==> src/rtl/cp_remover_if.sv <==
// Sample-stream bundle between timing sync (master) and the CP remover (slave).
// The err/err_cnt pair exists only when CP_REMOVER_ERR_EN is defined.
interface cp_remover_if #(
  parameter int SYM_W = 8
);
  logic signed [11:0] di_re;
  logic signed [11:0] di_im;
  logic               di_vld;
  logic               sym_start;
  logic [SYM_W-1:0]   n_sym;
  logic signed [11:0] do_re;
  logic signed [11:0] do_im;
  logic               do_vld;
  logic               do_last;
  logic [SYM_W-1:0]   sym_idx;
  logic               busy;
`ifdef CP_REMOVER_ERR_EN
  logic               err;
  logic [7:0]         err_cnt;

  modport master (
    output di_re, di_im, di_vld, sym_start, n_sym,
    input  do_re, do_im, do_vld, do_last, sym_idx, busy, err, err_cnt
  );
  modport slave (
    input  di_re, di_im, di_vld, sym_start, n_sym,
    output do_re, do_im, do_vld, do_last, sym_idx, busy, err, err_cnt
  );
`else
  modport master (
    output di_re, di_im, di_vld, sym_start, n_sym,
    input  do_re, do_im, do_vld, do_last, sym_idx, busy
  );
  modport slave (
    input  di_re, di_im, di_vld, sym_start, n_sym,
    output do_re, do_im, do_vld, do_last, sym_idx, busy
  );
`endif
endinterface

==> src/rtl/cp_remover.sv <==
// Cyclic-prefix remover: forwards the N-sample FFT window of every OFDM symbol,
// advanced BACKOFF samples into the prefix. Define CP_REMOVER_ERR_EN for err/err_cnt.
module cp_remover #(
  parameter int N       = 64,
  parameter int CP      = 16,
  parameter int BACKOFF = 2,
  parameter int SYM_W   = 8
) (
  input  logic        clk,
  input  logic        rst,
  cp_remover_if.slave bus
);

  localparam int CW = $clog2(CP + N + 1);

  localparam logic [1:0] IDLE      = 2'd0;
  localparam logic [1:0] SKIP_HEAD = 2'd1;
  localparam logic [1:0] PASS      = 2'd2;
  localparam logic [1:0] SKIP_TAIL = 2'd3;

  localparam logic [CW-1:0] HEAD_C = CW'(CP - BACKOFF);
  localparam logic [CW-1:0] WEND_C = CW'(CP - BACKOFF + N);
  localparam logic [CW-1:0] LAST_C = CW'(CP - BACKOFF + N - 1);
  localparam logic [CW-1:0] TOT_C  = CW'(CP + N - 1);

  logic [1:0]         state_q, state_d;
  logic [CW-1:0]      cnt_q, cnt_d;
  logic [SYM_W-1:0]   sym_q, sym_d;
  logic [SYM_W-1:0]   nsym_q, nsym_d;
  logic signed [11:0] do_re_q, do_im_q;
  logic               do_vld_q, do_last_q;
  logic [SYM_W-1:0]   sym_out_q;

  logic               restart, take, fwd, last;
  logic [CW-1:0]      idx, nxt;
  logic [SYM_W-1:0]   sym_cur, nsym_cur, sym_inc;

  // State that owns the sample at in-symbol index i.
  function automatic logic [1:0] phase(input logic [CW-1:0] i);
    if (i < HEAD_C)      return SKIP_HEAD;
    else if (i < WEND_C) return PASS;
    else                 return SKIP_TAIL;
  endfunction

  always_comb begin
    state_d  = state_q;
    cnt_d    = cnt_q;
    sym_d    = sym_q;
    nsym_d   = nsym_q;
    // A start pulse inside the window is ignored so the FFT framing never breaks.
    restart  = bus.di_vld && bus.sym_start && (state_q != PASS);
    take     = bus.di_vld && (restart || (state_q != IDLE));
    idx      = restart ? '0 : cnt_q;
    sym_cur  = restart ? '0 : sym_q;
    nsym_cur = restart ? bus.n_sym : nsym_q;
    nxt      = idx + 1'b1;
    sym_inc  = SYM_W'(sym_cur + 1'b1);
    fwd      = take && (idx >= HEAD_C) && (idx < WEND_C);
    last     = fwd && (idx == LAST_C);
    if (take) begin
      nsym_d = nsym_cur;
      if (idx == TOT_C) begin
        cnt_d = '0;
        if ((nsym_cur != '0) && (sym_inc == nsym_cur)) begin
          state_d = IDLE;
          sym_d   = '0;
        end else begin
          state_d = phase('0);
          sym_d   = sym_inc;
        end
      end else begin
        cnt_d   = nxt;
        sym_d   = sym_cur;
        state_d = phase(nxt);
      end
    end
  end

  always_ff @(posedge clk or posedge rst) begin
    if (rst) begin
      state_q   <= IDLE;
      cnt_q     <= '0;
      sym_q     <= '0;
      nsym_q    <= '0;
      do_re_q   <= '0;
      do_im_q   <= '0;
      do_vld_q  <= 1'b0;
      do_last_q <= 1'b0;
      sym_out_q <= '0;
    end else begin
      state_q   <= state_d;
      cnt_q     <= cnt_d;
      sym_q     <= sym_d;
      nsym_q    <= nsym_d;
      do_vld_q  <= fwd;
      do_last_q <= last;
      if (fwd) begin
        do_re_q   <= bus.di_re;
        do_im_q   <= bus.di_im;
        sym_out_q <= sym_cur;
      end else if (state_d == IDLE) begin
        sym_out_q <= '0;
      end
    end
  end

  assign bus.do_re   = do_re_q;
  assign bus.do_im   = do_im_q;
  assign bus.do_vld  = do_vld_q;
  assign bus.do_last = do_last_q;
  assign bus.sym_idx = sym_out_q;
  assign bus.busy    = (state_q != IDLE);

`ifdef CP_REMOVER_ERR_EN
  logic       err_q;
  logic [7:0] err_cnt_q;
  logic       ignored;

  assign ignored = bus.di_vld && bus.sym_start && (state_q == PASS);

  always_ff @(posedge clk or posedge rst) begin
    if (rst) begin
      err_q     <= 1'b0;
      err_cnt_q <= '0;
    end else begin
      err_q <= ignored;
      if (ignored && (err_cnt_q != 8'hFF)) err_cnt_q <= err_cnt_q + 8'd1;
    end
  end

  assign bus.err     = err_q;
  assign bus.err_cnt = err_cnt_q;
`endif

endmodule
==> src/flat_wrapper.sv <==
// flat-port wrapper written by rule: the top's interface ports become plain ports
module cp_remover_flat 
#(
  parameter int N       = 64,
  parameter int CP      = 16,
  parameter int BACKOFF = 2,
  parameter int SYM_W   = 8
)
  (clk, rst, bus_di_re, bus_di_im, bus_di_vld, bus_sym_start, bus_n_sym, bus_do_re, bus_do_im, bus_do_vld, bus_do_last, bus_sym_idx, bus_busy);
  cp_remover_if #(.SYM_W(SYM_W)) bus_i ();
  input  logic clk;
  input  logic rst;
  input wire logic [$bits(bus_i.di_re)-1:0] bus_di_re;
  input wire logic [$bits(bus_i.di_im)-1:0] bus_di_im;
  input wire logic [$bits(bus_i.di_vld)-1:0] bus_di_vld;
  input wire logic [$bits(bus_i.sym_start)-1:0] bus_sym_start;
  input wire logic [$bits(bus_i.n_sym)-1:0] bus_n_sym;
  output wire logic [$bits(bus_i.do_re)-1:0] bus_do_re;
  output wire logic [$bits(bus_i.do_im)-1:0] bus_do_im;
  output wire logic [$bits(bus_i.do_vld)-1:0] bus_do_vld;
  output wire logic [$bits(bus_i.do_last)-1:0] bus_do_last;
  output wire logic [$bits(bus_i.sym_idx)-1:0] bus_sym_idx;
  output wire logic [$bits(bus_i.busy)-1:0] bus_busy;
  assign bus_i.di_re = bus_di_re;
  assign bus_i.di_im = bus_di_im;
  assign bus_i.di_vld = bus_di_vld;
  assign bus_i.sym_start = bus_sym_start;
  assign bus_i.n_sym = bus_n_sym;
  assign bus_do_re = bus_i.do_re;
  assign bus_do_im = bus_i.do_im;
  assign bus_do_vld = bus_i.do_vld;
  assign bus_do_last = bus_i.do_last;
  assign bus_sym_idx = bus_i.sym_idx;
  assign bus_busy = bus_i.busy;
  cp_remover #(.N(N), .CP(CP), .BACKOFF(BACKOFF), .SYM_W(SYM_W)) u_core (.clk(clk), .rst(rst), .bus(bus_i));
endmodule
==> config.mk <==
export PLATFORM = sky130hd
export DESIGN_NAME = cp_remover_flat
export DESIGN_NICKNAME = d
export VERILOG_FILES = /design/src/rtl/cp_remover_if.sv /design/src/rtl/cp_remover.sv /design/src/flat_wrapper.sv
export SDC_FILE = /design/constraint.sdc
export NUM_CORES = 1
export LEC_CHECK = 0
export CAP_MARGIN = 20
export CORE_MARGIN = 2
export CORE_UTILIZATION = 50
export CTS_CLUSTER_DIAMETER = 50
export CTS_CLUSTER_SIZE = 10
export DETAILED_ROUTE_END_ITERATION = 6
export PLACE_DENSITY = 0.82
export SYNTH_ARGS = -nofsm -noshare
export SYNTH_HDL_FRONTEND = slang
export SYNTH_SLANG_ARGS = --single-unit
==> constraint.sdc <==
create_clock -name clk -period 4.3 [get_ports clk]
set_input_delay 0.43 -clock clk [delete_from_list [all_inputs] [get_ports clk]]
set_output_delay 0.43 -clock clk [all_outputs]
set_load 0.02 [all_outputs]
# Word-level counts from Yosys, hierarchy flattened
# Cells that the tools add are included.
dict set report op_classes {
  add_sub_neg 2
  magnitude_cmp 4
  n_eq_ne 4
  muxes 13
  reduce_logical 12
}
# cell count
set ops {}
lappend ops {{2-to-1 mux 8 bit} 6}
lappend ops {{equality test 7 bit, second input constant} 2}
lappend ops {{less-than comparator 7 bit, second input constant} 2}
lappend ops {{2-to-1 mux 7 bit} 2}
lappend ops {{adder 8 x 1 -> 8 bit, second input constant} 1}
lappend ops {{equality test 8 bit} 1}
lappend ops {{nonzero test 8 bit} 1}
lappend ops {{adder 7 x 1 -> 7 bit, second input constant} 1}
lappend ops {{greater-or-equal comparator 7 x 4 -> 1 bit, second input constant} 1}
lappend ops {{logical AND 1 bit} 7}
lappend ops {{less-than comparator 7 x 4 -> 1 bit, second input constant} 1}
lappend ops {{2-to-1 mux 2 bit} 3}
lappend ops {{nonzero test 2 bit} 2}
lappend ops {{zero test 2 bit} 1}
lappend ops {{2-to-1 mux 1 bit} 2}
lappend ops {{inequality test 2 bit, second input constant} 1}
lappend ops {{logical OR 1 bit} 1}
dict set report totals {
  reg_bits 59
  inputBits 36
  output_inout_bits 35
  word_cells 44
}

# Logic depth before layout (Yosys ltp)
# Gate-level depths: netlist of the first run.
dict set report logic_depth {
  depth_word 12
  depth_mapped 14
  ltp_nobuf 12
}

# Worst setup path before layout of the first run
# Ideal clock, no wire load.
dict set report synth_timing {
  kind {input-to-reg}
  startpoint {in bus_sym_start}
  endpoint {reg u_core.sym_q[2]}
  setup_time_ns 0.126
  arrival_time_ns 3.511
  required_ns 4.174
  setup_slack_ns 0.663
  stages 13
  n_path_buf 2
  cell_sequence {and2_4 nand2_1 clkbuf_1 clkbuf_1 and2_1 ha_1 xor2_1 a211oi_1 mux2i_1 a2111o_1 or4_4 and4_1 a221o_1}
}
dict set report synth_between {
  elab_chain_len 8
  word_cells_on_any_way 14
  cone_classes {1 x add/sub; 2 x eq/ne; 5 x mux; 6 x reduce/logical}
}
# item line
set synth_lines {}
lappend synth_lines {{start, declared} flat_wrapper.sv:16} ;# input wire logic [$bits(bus_i.sym_start)-1:0] bus_sym_start;
lappend synth_lines {{logical AND 1 bit (*) (2 in a row)} cp_remover.sv:51} ;# restart = bus.di_vld && bus.sym_start && (state_q != PASS);
lappend synth_lines {{2-to-1 mux 8 bit} cp_remover.sv:54} ;# sym_cur = restart ? '0 : sym_q;
lappend synth_lines {{adder 8 x 1 -> 8 bit} cp_remover.sv:57} ;# sym_inc = SYM_W'(sym_cur + 1'b1);
lappend synth_lines {{equality test 8 bit} cp_remover.sv:64} ;# if ((nsym_cur != '0) && (sym_inc == nsym_cur)) begin
lappend synth_lines {{logical AND 1 bit} cp_remover.sv:64}
lappend synth_lines {{2-to-1 mux 8 bit} cp_remover.sv:64}
lappend synth_lines {{2-to-1 mux 8 bit} cp_remover.sv:62} ;# if (idx == TOT_C) begin
lappend synth_lines {{end signal, assigned} cp_remover.sv:93} ;# sym_q <= sym_d;
lappend synth_lines {{end, declared} cp_remover.sv:28} ;# logic [SYM_W-1:0] sym_q, sym_d;
# Mark *: on every way between the ends. The rest lies on a longest branch, timed or not.
# A chain may end at the register's enable or synchronous reset.

# Worst setup path after layout of the first run
dict set report layout_timing {
  startpoint {in bus_di_vld}
  endpoint {reg u_core.sym_q[2]}
}
dict set report layout_between {
  elab_chain_len 8
  word_cells_on_any_way 14
  cone_classes {1 x add/sub; 2 x eq/ne; 5 x mux; 6 x reduce/logical}
}
# item line
set layout_lines {}
lappend layout_lines {{start, declared} flat_wrapper.sv:15} ;# input wire logic [$bits(bus_i.di_vld)-1:0] bus_di_vld;
lappend layout_lines {{logical AND 1 bit (2 in a row)} cp_remover.sv:51}
lappend layout_lines {{2-to-1 mux 8 bit} cp_remover.sv:54}
lappend layout_lines {{adder 8 x 1 -> 8 bit} cp_remover.sv:57}
lappend layout_lines {{equality test 8 bit} cp_remover.sv:64}
lappend layout_lines {{logical AND 1 bit} cp_remover.sv:64}
lappend layout_lines {{2-to-1 mux 8 bit} cp_remover.sv:64}
lappend layout_lines {{2-to-1 mux 8 bit} cp_remover.sv:62}
# Several ways; a longest one is shown, not always the timed one.

==> results of run 1 <==
## per-layer routing
metal  vias to the layer above  GRT usage
met2                        88      0.390
li1                       1304          -
met1                      1291      0.294
met5                         -          0
met4                         0     0.0917
met3                        16     0.0615
## cell usage after synthesis, types with 6 or more instances
master      n  share of area
nor2_1      6         0.0074
o21ai_0    22          0.036
clkbuf_1   16          0.020
inv_1      15          0.019
a21oi_1     6         0.0099
nand2_1   121           0.15
xnor2_1    12          0.035
nand3_1    10          0.017
a31oi_1     6          0.012
dfrtp_1    59           0.49
## power by group
part / total (mW) / leakage, nW / internal, mW / switching (mW)
Sequential: 0.948 / 0.746 / 0.757 / 0.191
Combinational: 1.22 / 0.967 / 0.533 / 0.682
Clock: 0.631 / 0.123 / 0.402 / 0.229
## area by class of cell
type                    instances  area [um2]  share of cell area
flip-flops and latches         59        1480               0.367
multi-input cells             252        1390               0.346
repair buffers                 77         753               0.187
clock buffers                  10         138              0.0342
clock inverters                 6         111              0.0277
well taps                      75        93.8              0.0233
inverters                      15        56.3              0.0140
## state kept, by name, summed over array words and instances, names as in the netlist
signal              count
u_core.state_q          2
u_core.cnt_q            7
u_core.nsym_q           8
u_core.sym_q            8
u_core.bus.do_im       12
u_core.bus.do_vld       1
u_core.bus.do_last      1
u_core.bus.sym_idx      8
u_core.bus.do_re       12
## worst max-delay path, cell delays in order
cell and delay [ns]:
clkdlybuf4s50_1 0.58, and2_4 0.20, nand2_1 0.09, and2_1 0.17, ha_1 0.35, xor2_1 0.17, a211oi_1 0.23, mux2i_1 0.11
a2111o_1 0.43, or4_4 0.56, and4_1 0.21, a221o_1 0.25
## kinds of logic (layout without fill, tap and decap cells)
group,Yosys count,in the layout
AOI/OAI and AO/OA,65,65
adders and majority gates,3,3
DFF,59,59
muxes,2,2
and+or+nand+nor,166,166
buffers and inverters,35,108
xor gates and xnor gates,16,16
## worst min-delay path by stage
stage	from	endpoint	depth (start not counted)
finish	u_core.bus.do_re[4]$_DFFE_PP0P_	u_core.bus.do_re[4]$_DFFE_PP0P_	2
global route	u_core.bus.do_re[0]$_DFFE_PP0P_	u_core.bus.do_re[0]$_DFFE_PP0P_	2
CTS	u_core.bus.do_re[4]$_DFFE_PP0P_	u_core.bus.do_re[4]$_DFFE_PP0P_	2
detailed placement	u_core.bus.do_re[4]$_DFFE_PP0P_	u_core.bus.do_re[4]$_DFFE_PP0P_	2
global placement	u_core.bus.do_im[3]$_DFFE_PP0P_	u_core.bus.do_im[3]$_DFFE_PP0P_	2
floorplan	u_core.nsym_q[0]$_DFFE_PP0P_	u_core.nsym_q[0]$_DFFE_PP0P_	2
## per-stage QoR
| stage | instances | utilization |
|---|---|---|
| floorplan | 346 | - |
| global placement | 478 | 0.641 |
| detailed placement | 478 | 0.641 |
| CTS | 494 | 0.683 |
| global route | 494 | 0.683 |
| finish | 494 | 0.683 |
==> results.sh, run 1 <==
export IMPL_viasPerCell=5.46
export IMPL_grt_start_max_net_pins=33
export IMPL_overflow=0
export IMPL_finalCriticalPeriod_ns=3.57
export IMPL_crit_type="in -> reg"
export IMPL_fin_crit_sh=0.830
export IMPL_die_area_um2=6680
export IMPL_cap_violations=0
export IMPL_synth_edf_count=0
export IMPL_leakage_nw=1.84
export IMPL_cp_start_kind="primary input"
export IMPL_synthXorXnorAreaFrac=0.0464
export IMPL_drv_slew=0
export IMPL_status="completed"
export IMPL_core_um2=5890
export IMPL_hold_viol_final=0
export IMPL_synthDistinctLibCells=53
export IMPL_netlist_instances=346
export IMPL_die_y_um=81.8
export IMPL_final_cell_mix="121 x nand2_1, 70 x clkdlybuf4s50_1, 59 x dfrtp_1, 22 x o21ai_0, 14 x inv_1"
export IMPL_n_fill_cell=473
export IMPL_synth_main_ff_cell="dfrtp_1"
export IMPL_slew_headroom=0.576
export IMPL_place_gp_congestion=0.884
export IMPL_dr_pass1_iters=5
export IMPL_drt_wl_total_um=7540
export IMPL_setup_worst_path_end="u_core.sym_q[2]$_DFFE_PP0P_"
export IMPL_ys_warn_count=0
export IMPL_synth_compound_gate_area_share=0.147
export IMPL_worst_slew_pin_slew_ns=0.634
export IMPL_clk_pin_slew_ns=0.07
export IMPL_required_ns=4.52
export IMPL_start_util=0.514
export IMPL_setup_viol=0
export IMPL_cts_setup_buffers=0
export IMPL_fin_nets=453
export IMPL_routed_top_layer="met4"
export IMPL_synth_seq_area_share=0.488
export IMPL_hold_slack_ns=0.474
export IMPL_grt_pass1_vias=2625
export IMPL_syn_area_per_cell_um2=8.74
export IMPL_finalInstanceArea_um2=4020
export IMPL_r2r_cells=11
export IMPL_final_common_cell="nand2_1"
export IMPL_io_buffers=70
export IMPL_synth_top_family_by_area="simple AND/OR/NAND/NOR gates"
export IMPL_htreeDepth=3
export IMPL_layout_setup_ws_ns=0.729
export IMPL_clkLatencyLatePin_ns=0.34
export IMPL_cts_root_buf="clkbuf_8"
export IMPL_drt_iter0_markers=151
export IMPL_areaGrowthSynthToFinish_pct=33.0
export IMPL_drc_errors=0
export IMPL_vias=2699
export IMPL_syn_nets=385
export IMPL_cts_sinks=59
export IMPL_grt_setup_unrepaired="no"
export IMPL_skew_ns=0.00762
export IMPL_worstReg2RegEnd="u_core.sym_q[2]$_DFFE_PP0P_"
export IMPL_cp_end_kind="flop"
export IMPL_ant_nets=0
export IMPL_arrival_ns=3.79
export IMPL_critical_path_startpoint="bus_di_vld"
export IMPL_routedWlPerCell_um=15.3
export IMPL_synth_simple_area_share=0.247
export IMPL_postSynth_asyncResetShare=1.00
export IMPL_cts_buffers=9
export IMPL_pwr_density_cell_nw_per_um2=695
export IMPL_cts_buffer_depth=2
export IMPL_io_pin_count=71
export IMPL_synth_fa_ha_area_frac=0.0124
export IMPL_rows=28
export IMPL_holdBufCountCts=0
export IMPL_rrSetupSlack_ns=1.03
export IMPL_cts_resized=0
export IMPL_grt_pass1_wl_um=12000
export IMPL_min_path_type="reg -> reg"
export IMPL_n_antenna_cell=0
export IMPL_tns_ns=0
export IMPL_routed_wl_met3_um=326
export IMPL_ys_seq_elements=59
export IMPL_muxShareOfSynthArea=0.00704
export IMPL_routed_wl_met2_um=3850
export IMPL_cts_tree="built"
export IMPL_r2r_start="u_core.state_q[0]$_DFF_PP0_"
export IMPL_fmax_mhz=280
export IMPL_antenna_found_initial=0
export IMPL_path_max_fanout=7
export IMPL_drive_gt1_frac=0.0788
export IMPL_synth_cell_area_um2=3020
export IMPL_grt_use_total=0.235
export IMPL_placed_cell_area_um2=3770
export IMPL_finalPower_mw=2.79
export IMPL_die_w_um=81.8
export IMPL_place_ws_ns=0.420
export IMPL_ir_worst_vdd_uv=400
export IMPL_wl_met1_um=3200
export IMPL_dp_hpwl_um=5310
No activity file was read; power rests on OpenSTA's default activity.
==> inputs of run 2 (changes only) <==
--- a/config.mk
+++ b/config.mk
@@ -7,11 +7,11 @@
 export LEC_CHECK = 0
 export CAP_MARGIN = 20
 export CORE_MARGIN = 2
-export CORE_UTILIZATION = 50
+export CORE_UTILIZATION = 45
 export CTS_CLUSTER_DIAMETER = 50
 export CTS_CLUSTER_SIZE = 10
 export DETAILED_ROUTE_END_ITERATION = 6
-export PLACE_DENSITY = 0.82
+export PLACE_DENSITY = 0.78
 export SYNTH_ARGS = -nofsm -noshare
 export SYNTH_HDL_FRONTEND = slang
 export SYNTH_SLANG_ARGS = --single-unit
==> constraint.sdc (replaced) <==
create_clock -name clk -period 3 [get_ports clk]
set_input_delay 0.3 -clock clk [delete_from_list [all_inputs] [get_ports clk]]
set_output_delay 0.3 -clock clk [all_outputs]
set_load 0.02 [all_outputs]
==> results.sh, run 2 (synthesis results as in run 1) <==
export IMPL_cts_buffer_depth=2
export IMPL_io_buffers=70
export IMPL_skew_ns=0.00472
export IMPL_areaGrowthSynthToFinish_pct=40.2
export IMPL_status="completed"
export IMPL_comb_power_share=0.485
export IMPL_dr_pass1_iters=6
export IMPL_start_util=0.471
export IMPL_cp_start_kind="flop"
export IMPL_rows=29
export IMPL_final_common_cell="nand2_1"
export IMPL_grt_pass1_vias=2776
export IMPL_io_pin_count=71
export IMPL_pwr_density_cell_nw_per_um2=938
export IMPL_grt_start_max_net_pins=33
export IMPL_layout_setup_ws_ns=0.0690
export IMPL_place_gp_congestion=0.853
export IMPL_clkLatencyLatePin_ns=0.35
export IMPL_routed_top_layer="met4"
export IMPL_hold_viol_final=0
export IMPL_p_switching_mw=1.59
export IMPL_path_cells="nand2b_4, nand2_4, and2_4, ha_4, xor2_1, a211oi_1, mux2i_1, a2111o_1, or4_4, and4_1, a221o_1"
export IMPL_cts_tree="built"
export IMPL_fin_crit_sh=0.977
export IMPL_slew_headroom=0.746
export IMPL_slowest_delay_ns=0.56
export IMPL_setup_worst_path_end="u_core.sym_q[2]$_DFFE_PP0P_"
export IMPL_wl_met1_um=3350
export IMPL_vias=2819
export IMPL_worst_slew_pin_slew_ns=0.381
export IMPL_path_depth=11
export IMPL_leakage_nw=2.00
export IMPL_overflow=0
export IMPL_finalPower_mw=3.98
export IMPL_finalCriticalPeriod_ns=2.93
export IMPL_dp_hpwl_um=5730
export IMPL_cp_num_buf_inv=0
export IMPL_drv_slew=0
export IMPL_cts_buffers=9
export IMPL_drt_wl_total_um=7790
export IMPL_drc_errors=0
export IMPL_cp_end_kind="flop"
export IMPL_fin_cells=525
export IMPL_die_w_um=86.0
export IMPL_switching_share=0.401
export IMPL_final_cell_mix="120 x nand2_1, 68 x clkdlybuf4s50_1, 58 x dfrtp_1, 37 x buf_4, 21 x o21ai_0"
export IMPL_critPathSlowestCell="or4_4"
export IMPL_crit_type="reg -> reg"
export IMPL_cts_sinks=59
export IMPL_finalInstanceArea_um2=4240
export IMPL_cap_violations=0
export IMPL_drt_iter0_markers=168
export IMPL_tns_ns=0
export IMPL_place_ws_ns=-0.335
export IMPL_n_antenna_cell=0
export IMPL_ir_worst_vdd_uv=480
export IMPL_path_delay_family="simple AND/OR/NAND/NOR gates"
export IMPL_r2r_start="u_core.state_q[0]$_DFF_PP0_"
export IMPL_ant_nets=0
export IMPL_fin_nets=483
export IMPL_fmax_mhz=341
export IMPL_setup_viol=0
export IMPL_holdBufCountCts=0
export IMPL_grt_use_total=0.223
export IMPL_core_um2=6420
export IMPL_routed_wl_met2_um=3990
export IMPL_clk_pin_slew_ns=0.07
export IMPL_drive_gt1_frac=0.154
export IMPL_routed_wl_met3_um=286
export IMPL_p_clk_frac=0.181
export IMPL_seqPwrFrac=0.334
export IMPL_worstReg2RegEnd="u_core.sym_q[2]$_DFFE_PP0P_"
export IMPL_rrSetupSlack_ns=0.07
export IMPL_min_path_type="in -> async"
export IMPL_die_y_um=86.0
export IMPL_htreeDepth=3
export IMPL_antenna_found_initial=0
export IMPL_cts_root_buf="clkbuf_8"
export IMPL_r2r_cells=11
export IMPL_intPower_mw=2.38
export IMPL_critical_path_startpoint="u_core.state_q[0]$_DFF_PP0_"
export IMPL_routedWlPerCell_um=14.8
export IMPL_path_max_fanout=4
export IMPL_die_area_um2=7390
export IMPL_place_inst=507
export IMPL_viasPerCell=5.37
export IMPL_grt_pass1_wl_um=13000
export IMPL_required_ns=3.23
export IMPL_arrival_ns=3.16
export IMPL_placed_cell_area_um2=4000
export IMPL_grt_setup_unrepaired="yes"
run 2: changes by cell type in the layout (fill, tap and decap cells not counted), sizes merged:
cell / previous run / this run
clkinv: 1 / 4
clkdlybuf4s50: 70 / 68
clkinvlp: 1 / 0
bufinv: 3 / 1
inv: 16 / 15
buf: 7 / 37
dlymetal6s2s: 0 / 2
run 2: power groups by stage:
| stage | registers [mW] | logic [mW] | clock network (mW) |
|---|---|---|---|
| 2_1_floorplan | 1.49 | 0.961 | 0 |
| 3_3_place_gp | 1.33 | 1.85 | 0 |
| 3_5_place_dp | 1.34 | 1.89 | 0 |
| 4_1_cts | 1.33 | 1.90 | 0.730 |
| 5_1_grt | 1.38 | 2.12 | 0.763 |
| 6_report | 1.33 | 1.93 | 0.719 |
run 2: metal layers:
layer  vias to the layer above  global-route usage
met3                        12              0.0529
met1                      1380               0.284
met5                         -                   0
met2                        62               0.371
li1                       1365                   -
met4                         0              0.0794
run 2: worst min-delay path by stage:
stage / startpoint / end / cells after the start
after floorplan: bus_di_vld / u_core.state_q[0]$_DFF_PP0_ / 1
after global placement: u_core.bus.do_im[0]$_DFFE_PP0P_ / u_core.bus.do_im[0]$_DFFE_PP0P_ / 2
after detailed placement: u_core.bus.do_im[8]$_DFFE_PP0P_ / u_core.bus.do_im[8]$_DFFE_PP0P_ / 2
after CTS: rst / u_core.bus.do_re[7]$_DFFE_PP0P_ / 2
after global routing: rst / u_core.bus.do_re[7]$_DFFE_PP0P_ / 2
final: rst / u_core.bus.do_re[7]$_DFFE_PP0P_ / 2
run 2: through the flow:
step | hold slack (ns) | util
6_report | 0.189 | 0.660
3_5_place_dp | 0.462 | 0.623
3_3_place_gp | 0.456 | 0.623
2_1_floorplan | 0.396 | -
5_1_grt | 0.211 | 0.660
4_1_cts | 0.182 | 0.652
run 2: what timing repair did:
action                     CTS  global route
gates resized for setup      0             8
buffers inserted             0             3
hold endpoints to repair     0             0
setup endpoints to repair    0            10
run 2: area by class of cell:
cell class / instances / area [um2]
fill: 528 / 2180
tap: 77 / 96.3
multi-input combinational: 252 / 1430
clock inverter: 5 / 53.8
clock buffer: 10 / 138
inverter: 15 / 56.3
sequential: 59 / 1480
timing repair buffer: 107 / 983
